[src/rtl/twos_serial.sv]
// Digit-serial two's-complement pass/negate/abs/negabs unit, DIGIT bits per cycle, LSB first.
// Optional macro TWOS_SAT_EN saturates overflowing results to the most-positive value.
module twos_serial #(
  parameter int WIDTH = 8,
  parameter int DIGIT = 1
) (
  input  logic             clk,
  input  logic             rst,
  input  logic             in_valid,
  output logic             in_ready,
  input  logic [WIDTH-1:0] in_data,
  input  logic [1:0]       in_mode,
  output logic             out_valid,
  input  logic             out_ready,
  output logic [WIDTH-1:0] out_data,
  output logic             out_ovf,
  output logic [1:0]       dbg_state
);

  localparam int N  = WIDTH / DIGIT;
  localparam int CW = (N > 1) ? $clog2(N) : 1;
  localparam logic [WIDTH-1:0] MIN_VAL = {1'b1, {(WIDTH-1){1'b0}}};
  localparam logic [WIDTH-1:0] SAT_VAL = {1'b0, {(WIDTH-1){1'b1}}};

  typedef enum logic [1:0] {
    IDLE = 2'd0,
    BUSY = 2'd1,
    DONE = 2'd2
  } state_t;

  state_t           state_q, state_d;
  logic [WIDTH-1:0] opnd_q, opnd_d;
  logic [WIDTH-1:0] work_q, work_d;
  logic             neg_q, neg_d;
  logic             ovf_pend_q, ovf_pend_d;
  logic [CW-1:0]    cnt_q, cnt_d;
  logic             carry_q, carry_d;
  logic [WIDTH-1:0] out_data_q, out_data_d;
  logic             out_ovf_q, out_ovf_d;

  logic             accept;
  logic             last;
  int               base;
  logic [DIGIT-1:0] slice;
  logic [DIGIT:0]   sum;
  logic             neg_in;

  // Handshake: a transfer happens on an edge where valid && ready; valid never
  // depends on ready, and out_data/out_ovf are frozen for as long as out_valid holds.
  assign accept    = in_valid && in_ready;
  assign last      = (cnt_q == CW'(N - 1));
  assign out_data  = out_data_q;
  assign out_ovf   = out_ovf_q;
  assign dbg_state = state_q;

  always_ff @(posedge clk) begin
    if (rst) state_q <= IDLE;
    else     state_q <= state_d;
  end

  always_comb begin
    state_d = state_q;
    case (state_q)
      IDLE:    if (accept) state_d = BUSY;
      BUSY:    if (last) state_d = DONE;
      DONE: begin
        if (accept)         state_d = BUSY;
        else if (out_ready) state_d = IDLE;
      end
      default: state_d = IDLE;
    endcase
  end

  always_comb begin
    in_ready  = (state_q == IDLE) || ((state_q == DONE) && out_ready);
    out_valid = (state_q == DONE);
  end

  always_comb begin
    case (in_mode)
      2'b00:   neg_in = 1'b0;
      2'b01:   neg_in = 1'b1;
      2'b10:   neg_in = in_data[WIDTH-1];
      default: neg_in = ~in_data[WIDTH-1];
    endcase
  end

  always_comb begin
    opnd_d     = opnd_q;
    work_d     = work_q;
    neg_d      = neg_q;
    ovf_pend_d = ovf_pend_q;
    cnt_d      = cnt_q;
    carry_d    = carry_q;
    out_data_d = out_data_q;
    out_ovf_d  = out_ovf_q;
    base       = int'(cnt_q) * DIGIT;
    slice      = opnd_q[base +: DIGIT];
    sum        = {1'b0, ~slice} + {{DIGIT{1'b0}}, carry_q};
    if (accept) begin
      opnd_d     = in_data;
      work_d     = '0;
      neg_d      = neg_in;
      ovf_pend_d = neg_in && (in_data == MIN_VAL);
      cnt_d      = '0;
      carry_d    = 1'b1;
    end else if (state_q == BUSY) begin
      // Final carry-out is dropped, so negating zero wraps cleanly back to zero.
      work_d[base +: DIGIT] = neg_q ? sum[DIGIT-1:0] : slice;
      carry_d = neg_q ? sum[DIGIT] : carry_q;
      cnt_d   = last ? '0 : cnt_q + CW'(1);
      if (last) begin
`ifdef TWOS_SAT_EN
        out_data_d = ovf_pend_q ? SAT_VAL : work_d;
`else
        out_data_d = work_d;
`endif
        out_ovf_d = ovf_pend_q;
      end
    end
  end

  always_ff @(posedge clk) begin
    if (rst) begin
      opnd_q     <= '0;
      work_q     <= '0;
      neg_q      <= 1'b0;
      ovf_pend_q <= 1'b0;
      cnt_q      <= '0;
      carry_q    <= 1'b0;
      out_data_q <= '0;
      out_ovf_q  <= 1'b0;
    end else begin
      opnd_q     <= opnd_d;
      work_q     <= work_d;
      neg_q      <= neg_d;
      ovf_pend_q <= ovf_pend_d;
      cnt_q      <= cnt_d;
      carry_q    <= carry_d;
      out_data_q <= out_data_d;
      out_ovf_q  <= out_ovf_d;
    end
  end

endmodule

[config.mk]
export PLATFORM = sky130hd
export DESIGN_NAME = twos_serial
export DESIGN_NICKNAME = d
export VERILOG_FILES = /design/src/rtl/twos_serial.sv
export SDC_FILE = /design/constraint.sdc
export NUM_CORES = 1
export LEC_CHECK = 0
export BUFFER_PORTS_ARGS = -buffer_cell sky130_fd_sc_hd__clkbuf_2
export CAP_MARGIN = 20
export CORE_ASPECT_RATIO = 1.5
export CORE_MARGIN = 5
export CORE_UTILIZATION = 60
export DETAILED_ROUTE_END_ITERATION = 10
export PLACE_DENSITY = 0.84
export SETUP_SLACK_MARGIN = 0.02
export SYNTH_ARGS = -nofsm -noshare
export SYNTH_HDL_FRONTEND = slang
export SYNTH_SLANG_ARGS = --single-unit
[constraint.sdc]
create_clock -name clk -period 4.11 [get_ports clk]
set_input_delay 0.2055 -clock clk [delete_from_list [all_inputs] [get_ports clk]]
set_output_delay 0.2055 -clock clk [all_outputs]
set_load 0.005 [all_outputs]
* Word-level counts from Yosys, hierarchy flattened
Index checks and enable logic that the tools add are counted.
** Storage, ports and cells
- Input port bits :: 14
- Word-level logic and storage cells :: 51
- Flip-flop bits (word level) :: 33
** Operators by class
- Eq/ne operators :: 9
- Reduce and logical (&&, ||, !) cells :: 12
- Mux-type cells :: 12
- Shifts and indexed selects :: 3
- Bitwise logic cells :: 3
- Add/subtract/negate cells :: 3
** Operator list (number)
- 3-bit negation with 33-bit output :: 1
- 1-bit by 33-bit variable shift with 8-bit output, first input constant :: 1
- 1-bit by 33-bit indexed part select with 8-bit output :: 1
- 8-bit bitwise mux :: 1
- 8-bit == test, second input constant :: 1
- 2-bit two-way mux :: 4
- 8-bit by 4-bit indexed part select with 1-bit output :: 1
- 2-bit case mux with 3 select lines :: 1
- 3-bit AND reduction :: 2
- 2-bit by 1-bit == test with 1-bit output, second input constant :: 2
- 2-bit == test, second input constant :: 2
- 2-bit logical NOT :: 2
- 1-bit two-way mux :: 4
- 2-bit != test, second input constant :: 2
- 2-bit nonzero test :: 2
- 3-bit by 1-bit adder with 3-bit output, second input constant :: 1
- 3-bit == test, second input constant :: 1
- 1-bit logical AND :: 3
- 3-bit two-way mux :: 1
- 3-bit by 1-bit != test with 1-bit output, second input constant :: 1
- 1-bit NOT :: 3
- 1-bit case mux with 3 select lines :: 1
- 1-bit by 1-bit adder with 2-bit output :: 1
- 2-bit AND reduction :: 1
- 2 further kinds :: 2

* Depth between registers and ports, before layout
Gate-level depths: netlist (run 1).
- Depth in word-level cells :: 6
- Mapped depth :: 10

* Worst setup path before layout (run 1)
OpenSTA, ideal clock, no wires.
- Path kind :: reg2reg
- From :: reg cnt_q[0]
- To :: reg out_data_q[1], in the netlist out_data[1]
- Arrival :: 1.907 ns
- Required time :: 3.996 ns
- Slack :: 2.089 ns
- Stages on the path, launching flop included :: 11
- Buffers on the path :: 1
- Period minus slack after synthesis :: 2.021 ns
- Cell sequence :: dfxtp_1 buf_6 mux2i_1 a22oi_4 nand3_1 ha_1 nand2_1 nor2_1 a41oi_4 nor4_4 a21o_1
** On the way
- Cells in the longest elaborated chain, start to end :: 6
- Elaborated cells on any way between the ends :: 10
- Classes of those cells :: add/sub: 2; eq/ne: 1; shift: 3; mux: 2; bitwise: 1; reduce/logical: 1
** RTL lines
- start, declared :: line 36 : logic [CW-1:0] cnt_q, cnt_d;
- start signal, assigned :: line 138 : cnt_q <= cnt_d;
- 8-bit by 4-bit indexed part select with 1-bit output :: line 98 : slice = opnd_q[base +: DIGIT];
- 1-bit NOT :: line 99 : sum = {1'b0, ~slice} + {{DIGIT{1'b0}}, carry_q};
- 1-bit by 1-bit adder with 2-bit output :: line 99
- 1-bit two-way mux :: line 109 : work_d[base +: DIGIT] = neg_q ? sum[DIGIT-1:0] : slice;
- 1-bit by 33-bit indexed part select with 8-bit output :: line 109
- 8-bit bitwise mux :: line 109
- end signal, assigned :: line 140 : out_data_q <= out_data_d;
- end, declared :: line 38 : logic [WIDTH-1:0] out_data_q, out_data_d;
Several ways; a longest one is shown, not always the timed one.
A chain may end at the register's enable or synchronous reset.

* Worst setup path in the final report (run 1)
- From :: reg cnt_q[0]
- To :: reg out_data_q[3], in the netlist out_data[3]
Same word-level chain as after synthesis.

==> qor.csv, run 1 <==
stage,metric,value,unit
floorplanning,FP Rows,23,
detailed_routing,DRC viols,0,
power_and_ir_drop,Seq pwr share,49.5,%
finish,Layout area overhead,13.7,%
critical_path,CP required,4.32,ns
critical_path,Setup CP Type,flop to flop,
power_and_ir_drop,sw frac,25.4,%
power_and_ir_drop,LEAKAGE,0.000760,uW
sta,# setup viols final,0,
clock_network,CTS sink count,33,
critical_path,Crit path largest cell delay,0.63,ns
finish,# diodes,0,
placement,placed instance area,1840,um2
clock_network,clk_lat worst skew,0.29,ns
placement,Setup WS pre-CTS,1.62,ns
sta,Tcrit/Tclk final,62.2,%
detailed_routing,DRT iter0 DRCs,34,
power_and_ir_drop,Internal Power,510,uW
synthesis,post-synth top area share,38.7,%
clock_network,Root Driver,clkbuf_8,
sta,Final WS setup,1.55,ns
global_route,initial antenna violation count,0,
global_route,vias in the first global route,1489,
power_and_ir_drop,power share of the clock group,39.3,%
critical_path,CP Launch Type,flop,
critical_path,crit end category,flop,
sta,Setup Skew,0.00451,ns
sta,maximum clock frequency,391,MHz
floorplanning,core box area,2710,um2
placement,routability-driven placement congestion ratio,0.866,
sta,unrepaired setup endpoints after global routing,no,
floorplanning,I/O pin count,27,
finish,ratio of cells with drive above 1 in the final layout,19.4,%
floorplanning,Die Wd,53.6,um
detailed_routing,Vias,1507,
min_path,Hold Crit Start,in_data[4],
sta,Final Hold Vio Count,0,
synthesis,Syn Inst Count,192,
finish,nets,235,
clock_network,hold_buf cts,0,
global_route,first-pass GRT wire length,6640,um
detailed_routing,Final ANT Viol Nets,0,
critical_path,Worst Path Max Fanout,11,
floorplanning,die footprint,4040,um2
critical_path,slowest CP cell,dfxtp_1,
power_and_ir_drop,pwr dens,352,nW/um2
sta,TNS Setup,0,ns
finish,"most common cell after layout, fill and taps aside",dfxtp_1,
status,status,"complete, no violations",
finish,"commonest cells after routing, fill and taps aside","33 x dfxtp_1, 31 x nor2_1, 26 x clkbuf_2",
sta,min Tclk post-route,2.56,ns
critical_path,critical path cell sequence,"mux2i_1, a22oi_4, nand3_1, ha_1, nand2_1, nor2_1, a41oi_4, nor4_4, o2bb2ai_1",
critical_path,"CP delay by family, top",simple AND/OR/NAND/NOR gates,
placement,post-DP HPWL,2910,um
synthesis,largest area contributor in the netlist,dfxtp_1,
synthesis,syn_area_per_cell,8.90,um2
power_and_ir_drop,Max rail drop VDD,0.354,mV
synthesis,Netlist cell types,44,
clock_network,Post-CTS Setup Bufs,0,
global_route,Congestion Overflow GR,0,
flow_run,max cap viols,0,
min_path,HP Class,input port to flop,
detailed_routing,Via density,5.93,
clock_network,H-tree levels,2,
floorplanning,Die Y-Extent,75.4,um
critical_path,CP startpoint,cnt_q[0],
synthesis,yosys warns,0,
clock_network,TritonCTS clock tree,done,
finish,final instance area,1940,um2
sta,"Slew Viols, Final",0,
global_route,overall routing resource usage,22.9,%
placement,port buffer count,26,
detailed_routing,Avg WL per Cell,15.6,um
global_route,largest net degree at the start of global routing,27,
sta,Max-slew headroom,52.3,%
critical_path,Arrival @ worst endpoint,2.76,ns
detailed_routing,final wirelength,3960,um
power_and_ir_drop,NetSw,173,uW
critical_path,R2R Path Start,cnt_q[0],
clock_network,TritonCTS Buffers,5,
sta,Slew @ Worst Pin,0.715,ns
detailed_routing,drt first pass iters,4,
power_and_ir_drop,logic gate share of total power,11.2,%
critical_path,Critical path buffers and inverters,0,
clock_network,CTS resizes,0,
finish,FILL cells,237,
floorplanning,Starting Density,63.2,%
synthesis,Synth area leaders,"dfxtp_1 39%, mux2i_1 7.0%, nor2_1 6.8%",
clock_network,CTS Buffer Depth,2,
synthesis,Syn Nets,211,
clock_network,clock-pin slew on the worst setup and hold paths,0.07,ns
synthesis,number of synthesized register bits,33,
synthesis,post-synthesis sequential area ratio,38.7,%
synthesis,Mapped Area,1710,um2
==> sequential cells by signal (all words and copies together) (netlist names) <==
signal and cells:
work_q 8, out_ovf 1, dbg_state 2, opnd_q 8, ovf_pend_q 1, out_data 8, carry_q 1, neg_q 1
cnt_q 3
==> cells in the mapped netlist <==
master     count
nor4_1         1
nor3b_2        2
and2b_1        2
a41o_1         3
a21oi_1       12
a311oi_1       3
clkbuf_1       5
dfxtp_1       33
a21o_1         1
nor3_4         1
or2_1          1
nand4_1        2
o2bb2ai_1      2
and2_1         3
o311a_1        1
nand3b_1       1
o22ai_1        1
a21boi_0       1
nor4_4         1
nor3_1         4
xor2_1         1
nor3b_4        1
nand3_1        7
buf_2          2
or2_2          1
ha_1           5
nor2b_1        4
buf_6          1
mux2i_1       12
inv_1          4
nor2_1        31
and3_1         2
nand2b_1       4
a31oi_1        5
nand2_1       14
a41oi_4        1
o21ai_0        2
nor4b_1        1
o21bai_1       1
a22oi_4        1
nor3b_1        2
buf_1          1
a211oi_1       6
a22o_1         3
==> power by group through the flow <==
stage | clock [uW] | combinational [uW] | sequential (uW)
5_1_grt | 288 | 86.0 | 340
4_1_cts | 277 | 76.7 | 338
3_3_place_gp | 0 | 72.3 | 345
3_5_place_dp | 0 | 76.0 | 345
2_1_floorplan | 0 | 58.4 | 342
6_report | 268 | 76.6 | 338
==> kinds of logic after synthesis <==
kind of cell	after synthesis	synth area share, %
DFF	33	38.7
AOI/OAI and AO/OA	43	19.5
xor gates and xnor gates	1	0.513
muxes	12	7.03
adders and majority gates	5	3.66
and+or+nand+nor	85	27.2
buffers and inverters	13	3.44
==> tightest hold or removal path: stages <==
cell      delay, ns
clkbuf_2       0.09
mux2i_1        0.06
nor2_1         0.08
==> routing by layer <==
layer	GRT usage, %	vias up	routed length (um)	share of wire (%)
met4	14.8	0	159	4.0
li1	-	740	-	-
met3	5.48	14	178	4.5
met5	0	-	0	0
met2	41.3	44	2170	55
met1	22.8	709	1450	37
==> cell type report <==
| type | instances | area (um2) | share of cell area (%) |
|---|---|---|---|
| tap | 37 | 46.3 | 2.38 |
| clock buffer | 7 | 96.3 | 4.96 |
| inverter | 4 | 15.0 | 0.773 |
| clock inverter | 1 | 5.00 | 0.258 |
| multi-input combinational | 146 | 990 | 50.9 |
| sequential | 33 | 661 | 34.0 |
| timing repair buffer | 26 | 130 | 6.70 |
==> stage by stage <==
stage          instances  hold WS (ns)  total power [uW]  utilization [%]
2_1_floorplan        192         0.353               400                -
3_3_place_gp         246         0.444               417             68.1
3_5_place_dp         246         0.453               421             68.1
4_1_cts              254         0.162               692             71.8
5_1_grt              254         0.184               714             71.8
6_report             254         0.173               683             71.8
==> worst paths after layout <==
kind | endpoint | slack [ns] | depth (start not counted)
max | out_data[3] | 1.55 | 9
min reg2reg | out_ovf | 0.46 | 2
min | opnd_q[4] | 0.17 | 3
max reg2reg | out_data[3] | 1.55 | 9
No activity file was read; power rests on OpenSTA's default activity.
==> run 2, diff against run 1 <==
Settings changed: CORE_UTILIZATION 60 to 50, PLACE_DENSITY 0.84 to 0.75.
Clock period 4.11 ns to 2.1 ns, I/O delays scaled along.
==> run 2 against run 1 <==
  * Clock power up 70%
  * Sequential power grew 96%
  * Final area up 9.5%
  * Cell count grew 10%
  * Die area up 17%
  * Sequential share of layout area shrank 2.7 points
  * Largest power group unchanged
  * Fmax grew 28%
  * Clock skew grew 0.0024 ns
  * Largest cell class unchanged
  * Worst hold slack worse by 0.11 ns
==> qor.csv, run 2 (synthesis results as in run 1) <==
stage,metric,value,unit
global_route,overall routing resource usage,17.7,%
detailed_routing,Vias,1542,
status,status,"complete, no violations",
finish,Layout area overhead,24.5,%
critical_path,Worst Path Max Fanout,7,
floorplanning,FP Rows,26,
detailed_routing,Via density,5.51,
placement,routability-driven placement congestion ratio,0.842,
critical_path,Reg2Reg Setup Slack,0.11,ns
detailed_routing,final wirelength,3940,um
finish,"commonest cells after routing, fill and taps aside","31 x dfxtp_1, 30 x nor2_1, 26 x clkbuf_2",
power_and_ir_drop,LEAKAGE,0.000850,uW
placement,port buffer count,26,
finish,nets,256,
critical_path,CP required,2.27,ns
critical_path,Crit path largest cell delay,0.38,ns
sta,Max-slew headroom,68.0,%
critical_path,slowest CP cell,dfxtp_4,
floorplanning,Die Y-Extent,81.6,um
min_path,Hold Path Cell Cnt,3,
flow_run,max cap viols,0,
sta,"Slew Viols, Final",0,
floorplanning,Die Wd,57.7,um
floorplanning,die footprint,4710,um2
critical_path,CP Launch Type,flop,
sta,unrepaired setup endpoints after global routing,no,
clock_network,TritonCTS Buffers,5,
detailed_routing,drt first pass iters,6,
finish,"most common cell after layout, fill and taps aside",dfxtp_1,
global_route,largest net degree at the start of global routing,19,
placement,post-DP HPWL,2960,um
floorplanning,core box area,3350,um2
floorplanning,I/O pin count,27,
min_path,HP Class,input port to flop,
global_route,vias in the first global route,1461,
sta,hold slack,0.0669,ns
detailed_routing,DRT iter0 DRCs,36,
sta,maximum clock frequency,502,MHz
clock_network,CTS sink count,33,
clock_network,H-tree levels,2,
critical_path,RR Endpoint,work_q[2],
finish,ratio of cells with drive above 1 in the final layout,29.0,%
sta,Slew @ Worst Pin,0.476,ns
clock_network,clock-pin slew on the worst setup and hold paths,0.07,ns
critical_path,Setup CP Type,flop to flop,
critical_path,Arrival @ worst endpoint,2.17,ns
global_route,initial antenna violation count,0,
critical_path,crit end category,flop,
critical_path,R2R cell count,9,
sta,TNS Setup,0,ns
clock_network,TritonCTS clock tree,done,
power_and_ir_drop,Max rail drop VDD,0.602,mV
clock_network,Root Driver,clkbuf_8,
critical_path,CP startpoint,cnt_q[0],
clock_network,hold_buf cts,0,
min_path,WHS Endpoint,opnd_q[5],
global_route,Congestion Overflow GR,0,
min_path,Hold Crit Start,in_data[5],
sta,# setup viols final,0,
power_and_ir_drop,pwr dens,611,nW/um2
floorplanning,Starting Density,51.0,%
finish,# diodes,0,
clock_network,clk_lat worst skew,0.29,ns
detailed_routing,Avg WL per Cell,14.1,um
clock_network,CTS Buffer Depth,2,
sta,min Tclk post-route,1.99,ns
sta,Final Hold Vio Count,0,
sta,Setup Skew,0.00693,ns
critical_path,R2R Path Start,cnt_q[0],
detailed_routing,Final ANT Viol Nets,0,
detailed_routing,DRC viols,0,
global_route,first-pass GRT wire length,6280,um
critical_path,critical path cell sequence,"mux2i_4, a22oi_4, nand3_2, ha_1, nand2_1, nor2_2, a41oi_4, a41o_1, nor2_1",
sta,Tcrit/Tclk final,94.9,%
==> run 2: worst max-delay path by stage <==
stage	end	slack [ns]	cells past startpoint
global placement	out_data[1]	0.09	9
finish	work_q[2]	0.11	9
floorplan	out_data[1]	0.08	10
detailed placement	out_data[5]	-0.03	9
CTS	out_data[5]	0.07	9
global route	work_q[2]	0.01	9
==> run 2: timing repair <==
| item | 4_1_cts | 5_1_grt |
|---|---|---|
| resized for setup | 1 | 8 |
| buffers inserted | 0 | 0 |
| gates cloned | 0 | 0 |
| endpoints found under the setup margin | 6 | 10 |
==> run 2: critical path: cells and delay by family (launching register included) <==
kind,cells,cell delay (ns)
AOI/OAI and AO/OA,3,0.73
DFF,1,0.38
and+or+nand+nor,4,0.29
adders and majority gates,1,0.29
muxes,1,0.20
==> run 2: metal layers <==
layer / share of wire [%] / GRT usage (%) / vias up / routed length, um
met1: 38 / 16.7 / 710 / 1510
met4: 3.5 / 11.1 / 0 / 136
met2: 54 / 32.5 / 35 / 2130
met3: 4.4 / 5.66 / 14 / 173
met5: 0 / 0 / - / 0
li1: - / - / 783 / -
==> run 2: layout make-up <==
| class | count | area, um2 |
|---|---|---|
| well taps | 42 | 52.6 |
| repair buffers | 47 | 288 |
| clock inverters | 2 | 10.0 |
| clock buffers | 6 | 72.6 |
| fillers | 288 | 1220 |
| multi-input cells | 146 | 1020 |
| flip-flops and latches | 33 | 666 |
| inverters | 4 | 15.0 |
==> run 2: metrics by stage <==
| stage | cells | util (%) | instance area [um2] | setup WS (ns) | total power, uW |
|---|---|---|---|---|---|
| 4_1_cts | 280 | 62.4 | 2090 | 0.0715 | 1300 |
| 5_1_grt | 280 | 63.5 | 2130 | 0.0108 | 1360 |
| 6_report | 280 | 63.5 | 2130 | 0.108 | 1300 |
| 2_1_floorplan | 192 | - | 1710 | 0.0793 | 783 |
| 3_5_place_dp | 272 | 59.9 | 2010 | -0.0270 | 850 |
| 3_3_place_gp | 272 | 59.9 | 2010 | 0.0920 | 846 |
==> run 2: where the power goes <==
group	total [uW]	leakage, uW	internal [uW]	switching [uW]
combinational	182	0.000536	81.9	100
sequential	663	0.000269	644	18.7
clock	455	0.0000450	229	226
total	1300	0.000850	955	345
==> run 3, diff against run 2 <==
Settings changed: ABC_AREA set to 1, CORE_UTILIZATION 50 to 49, PLACE_DENSITY 0.75 to 0.74.
==> run 3 against run 2 <==
  * Final area fell by 9.9%
  * Clock skew fell by 0.0013 ns
  * Clock power rose by 54%
  * Non-clock buffer count fell by 17
  * Highest routed layer unchanged
  * Critical path depth rose by 1
  * Largest cell class unchanged
  * Largest power group is now the clock network
  * Global-route usage fell by 0.69 points
  * Critical path type unchanged
  * Critical endpoint is now out_data[4]
==> qor.csv, run 3 <==
stage,metric,value,unit
global_route,vias in the first global route,1408,
detailed_routing,DRT iter0 DRCs,40,
critical_path,Setup CP Type,flop to flop,
floorplanning,Die Wd,56.8,um
power_and_ir_drop,NetSw,362,uW
clock_network,CTS sink count,33,
power_and_ir_drop,Max rail drop VDD,0.532,mV
synthesis,syn_area_per_cell,7.36,um2
sta,"Slew Viols, Final",0,
power_and_ir_drop,Internal Power,1200,uW
power_and_ir_drop,logic gate share of total power,12.0,%
power_and_ir_drop,Seq pwr share,42.9,%
floorplanning,core box area,3160,um2
global_route,initial antenna violation count,0,
finish,FILL cells,289,
power_and_ir_drop,Tot Pwr,1560,uW
critical_path,crit end category,flop,
synthesis,post-synthesis sequential area ratio,41.0,%
floorplanning,Die Y-Extent,80.3,um
detailed_routing,Vias,1473,
placement,cell total after placement,281,
synthesis,Mapped Area,1610,um2
floorplanning,Starting Density,51.0,%
synthesis,number of synthesized flops with an enable pin,0,
sta,Final Hold Vio Count,0,
critical_path,most frequent CP cell,nand2_1,
sta,min Tclk post-route,1.87,ns
critical_path,"CP delay by family, top",simple AND/OR/NAND/NOR gates,
finish,Multi-input gate area,782,um2
critical_path,CP required,2.27,ns
clock_network,Root Driver,clkbuf_8,
synthesis,post-synth top area share,41.0,%
detailed_routing,Final ANT Viol Nets,0,
floorplanning,I/O pin count,27,
synthesis,"Top FF cell, synth",dfxtp_1,
detailed_routing,final wirelength,3540,um
clock_network,hold_buf cts,0,
global_route,first-pass GRT wire length,6000,um
clock_network,clock-pin slew on the worst setup and hold paths,0.07,ns
floorplanning,FP Rows,25,
status,status,"complete, no violations",
finish,# diodes,0,
power_and_ir_drop,pwr dens,813,nW/um2
detailed_routing,DRC viols,0,
finish,"most common cell after layout, fill and taps aside",nand2_1,
clock_network,TritonCTS clock tree,done,
sta,Tcrit/Tclk final,89.1,%
placement,post-DP HPWL,2720,um
synthesis,Syn Nets,238,
sta,unrepaired setup endpoints after global routing,no,
clock_network,TritonCTS Buffers,5,
synthesis,Syn Inst Count,219,
detailed_routing,Avg WL per Cell,12.2,um
synthesis,Synth area leaders,"dfxtp_1 41%, nand2_1 8.6%, a21oi_1 8.4%",
sta,Setup Skew,0.00558,ns
synthesis,most common cell in the netlist,nand2_1,
critical_path,Arrival @ worst endpoint,2.04,ns
global_route,largest net degree at the start of global routing,21,
synthesis,largest area contributor in the netlist,dfxtp_1,
synthesis,number of synthesized register bits,33,
clock_network,clk_lat worst skew,0.29,ns
critical_path,Crit path largest cell delay,0.44,ns
flow_run,max cap viols,0,
clock_network,H-tree levels,2,
power_and_ir_drop,power share of the clock group,45.0,%
synthesis,Synth top cells by count,"37 x nand2_1, 33 x dfxtp_1, 27 x a21oi_1",
synthesis,Netlist cell types,29,
sta,Slew @ Worst Pin,0.297,ns
global_route,Congestion Overflow GR,0,
synthesis,asr flop ratio synth,0,%
power_and_ir_drop,LEAKAGE,0.000891,uW
min_path,HP Class,input port to flop,
finish,Layout area overhead,18.9,%
placement,placed instance area,1780,um2
sta,# setup viols final,0,
critical_path,CP Launch Type,flop,
finish,register area,662,um2
critical_path,slowest CP cell,dfxtp_1,
synthesis,yosys warns,0,
detailed_routing,drt first pass iters,4,
global_route,overall routing resource usage,17.0,%
finish,Final Non-Filler Cells,289,
floorplanning,die footprint,4560,um2
finish,ratio of cells with drive above 1 in the final layout,23.7,%
critical_path,critical path cell sequence,"inv_1, nand3_1, nand3_2, nand2_4, ha_1, or2_2, nand4_2, nand2_1, nand2_1, a21oi_1",
sta,TNS Setup,0,ns
clock_network,CTS Buffer Depth,2,
finish,nets,267,
finish,final instance area,1920,um2
placement,routability-driven placement congestion ratio,0.858,
placement,port buffer count,26,
critical_path,Worst Path Max Fanout,6,
power_and_ir_drop,sw frac,23.3,%
sta,Max-slew headroom,80.0,%
sta,maximum clock frequency,534,MHz
critical_path,Critical path buffers and inverters,1,
detailed_routing,Via density,5.10,
finish,"commonest cells after routing, fill and taps aside","37 x nand2_1, 32 x dfxtp_1, 27 x a21oi_1",
[run 3: cell types whose count changed after synthesis, moves of 12 or more]
cell / previous run / this run
o21ai_0: 2 / 22
inv_1: 4 / 24
nand2_1: 14 / 37
nor2_1: 31 / 15
a21oi_1: 12 / 27
mux2i_1: 12 / 0
[run 3: area by class of cell]
type / count / area share, %
Clock buffer: 5 / 3.59
Clock inverter: 3 / 3.39
Inverter: 33 / 6.72
Multi-Input combinational cell: 145 / 40.8
Sequential cell: 33 / 34.5
Tap cell: 40 / 2.61
Timing Repair Buffer: 30 / 8.36
[run 3: path summary, 6_finish.rpt]
path	depth (start not counted)	slack, ns	startpoint	endpoint
max	10	0.23	cnt_q[1]	out_data[4]
min	2	0.02	in_data[6]	ovf_pend_q
max reg2reg	10	0.23	cnt_q[1]	out_data[4]
min reg2reg	2	0.47	opnd_q[4]	opnd_q[4]
[run 3: cells by family after synthesis]
logic type	synth area share, %
and+or+nand+nor	25.5
AOI/OAI and AO/OA	18.2
buffers and inverters	10.9
DFF	41.0
adders and majority gates	3.88
xor gates and xnor gates	0.543
[run 3: power by group through the flow]
stage	clock network [uW]	registers [uW]	logic, uW
floorplan	0	678	140
global placement	0	682	185
detailed placement	0	682	187
CTS	714	668	189
global route	741	672	216
finish	702	669	188
[run 3: per-layer routing]
layer,part of all wire [%],GRT usage (%)
met5,0,0
met4,5.1,10.9
met3,4.0,4.82
met2,51,28.9
met1,39,18.2
[run 3: what timing repair did]
item,4_1_cts,5_1_grt
buffers inserted,0,0
endpoints found under the hold margin,0,0
endpoints found under the setup margin,0,9
resized for setup,0,2
[run 3: worst register-to-register path: cells and delay by family (launching register included)]
| family | cells | cell delay [ns] |
|---|---|---|
| flops | 1 | 0.44 |
| simple gates | 7 | 0.92 |
| fa+ha+maj | 1 | 0.22 |
| buf+inv | 1 | 0.11 |
| compound gates | 1 | 0.07 |
[run 3: metrics by stage]
stage	util [%]	setup WS, ns	hold WS, ns
2_1_floorplan	-	0.314	0.174
3_3_place_gp	56.2	0.180	0.320
3_5_place_dp	56.2	0.125	0.326
4_1_cts	60.5	0.108	0.0162
5_1_grt	60.7	0.0827	0.0235
6_report	60.7	0.228	0.0202
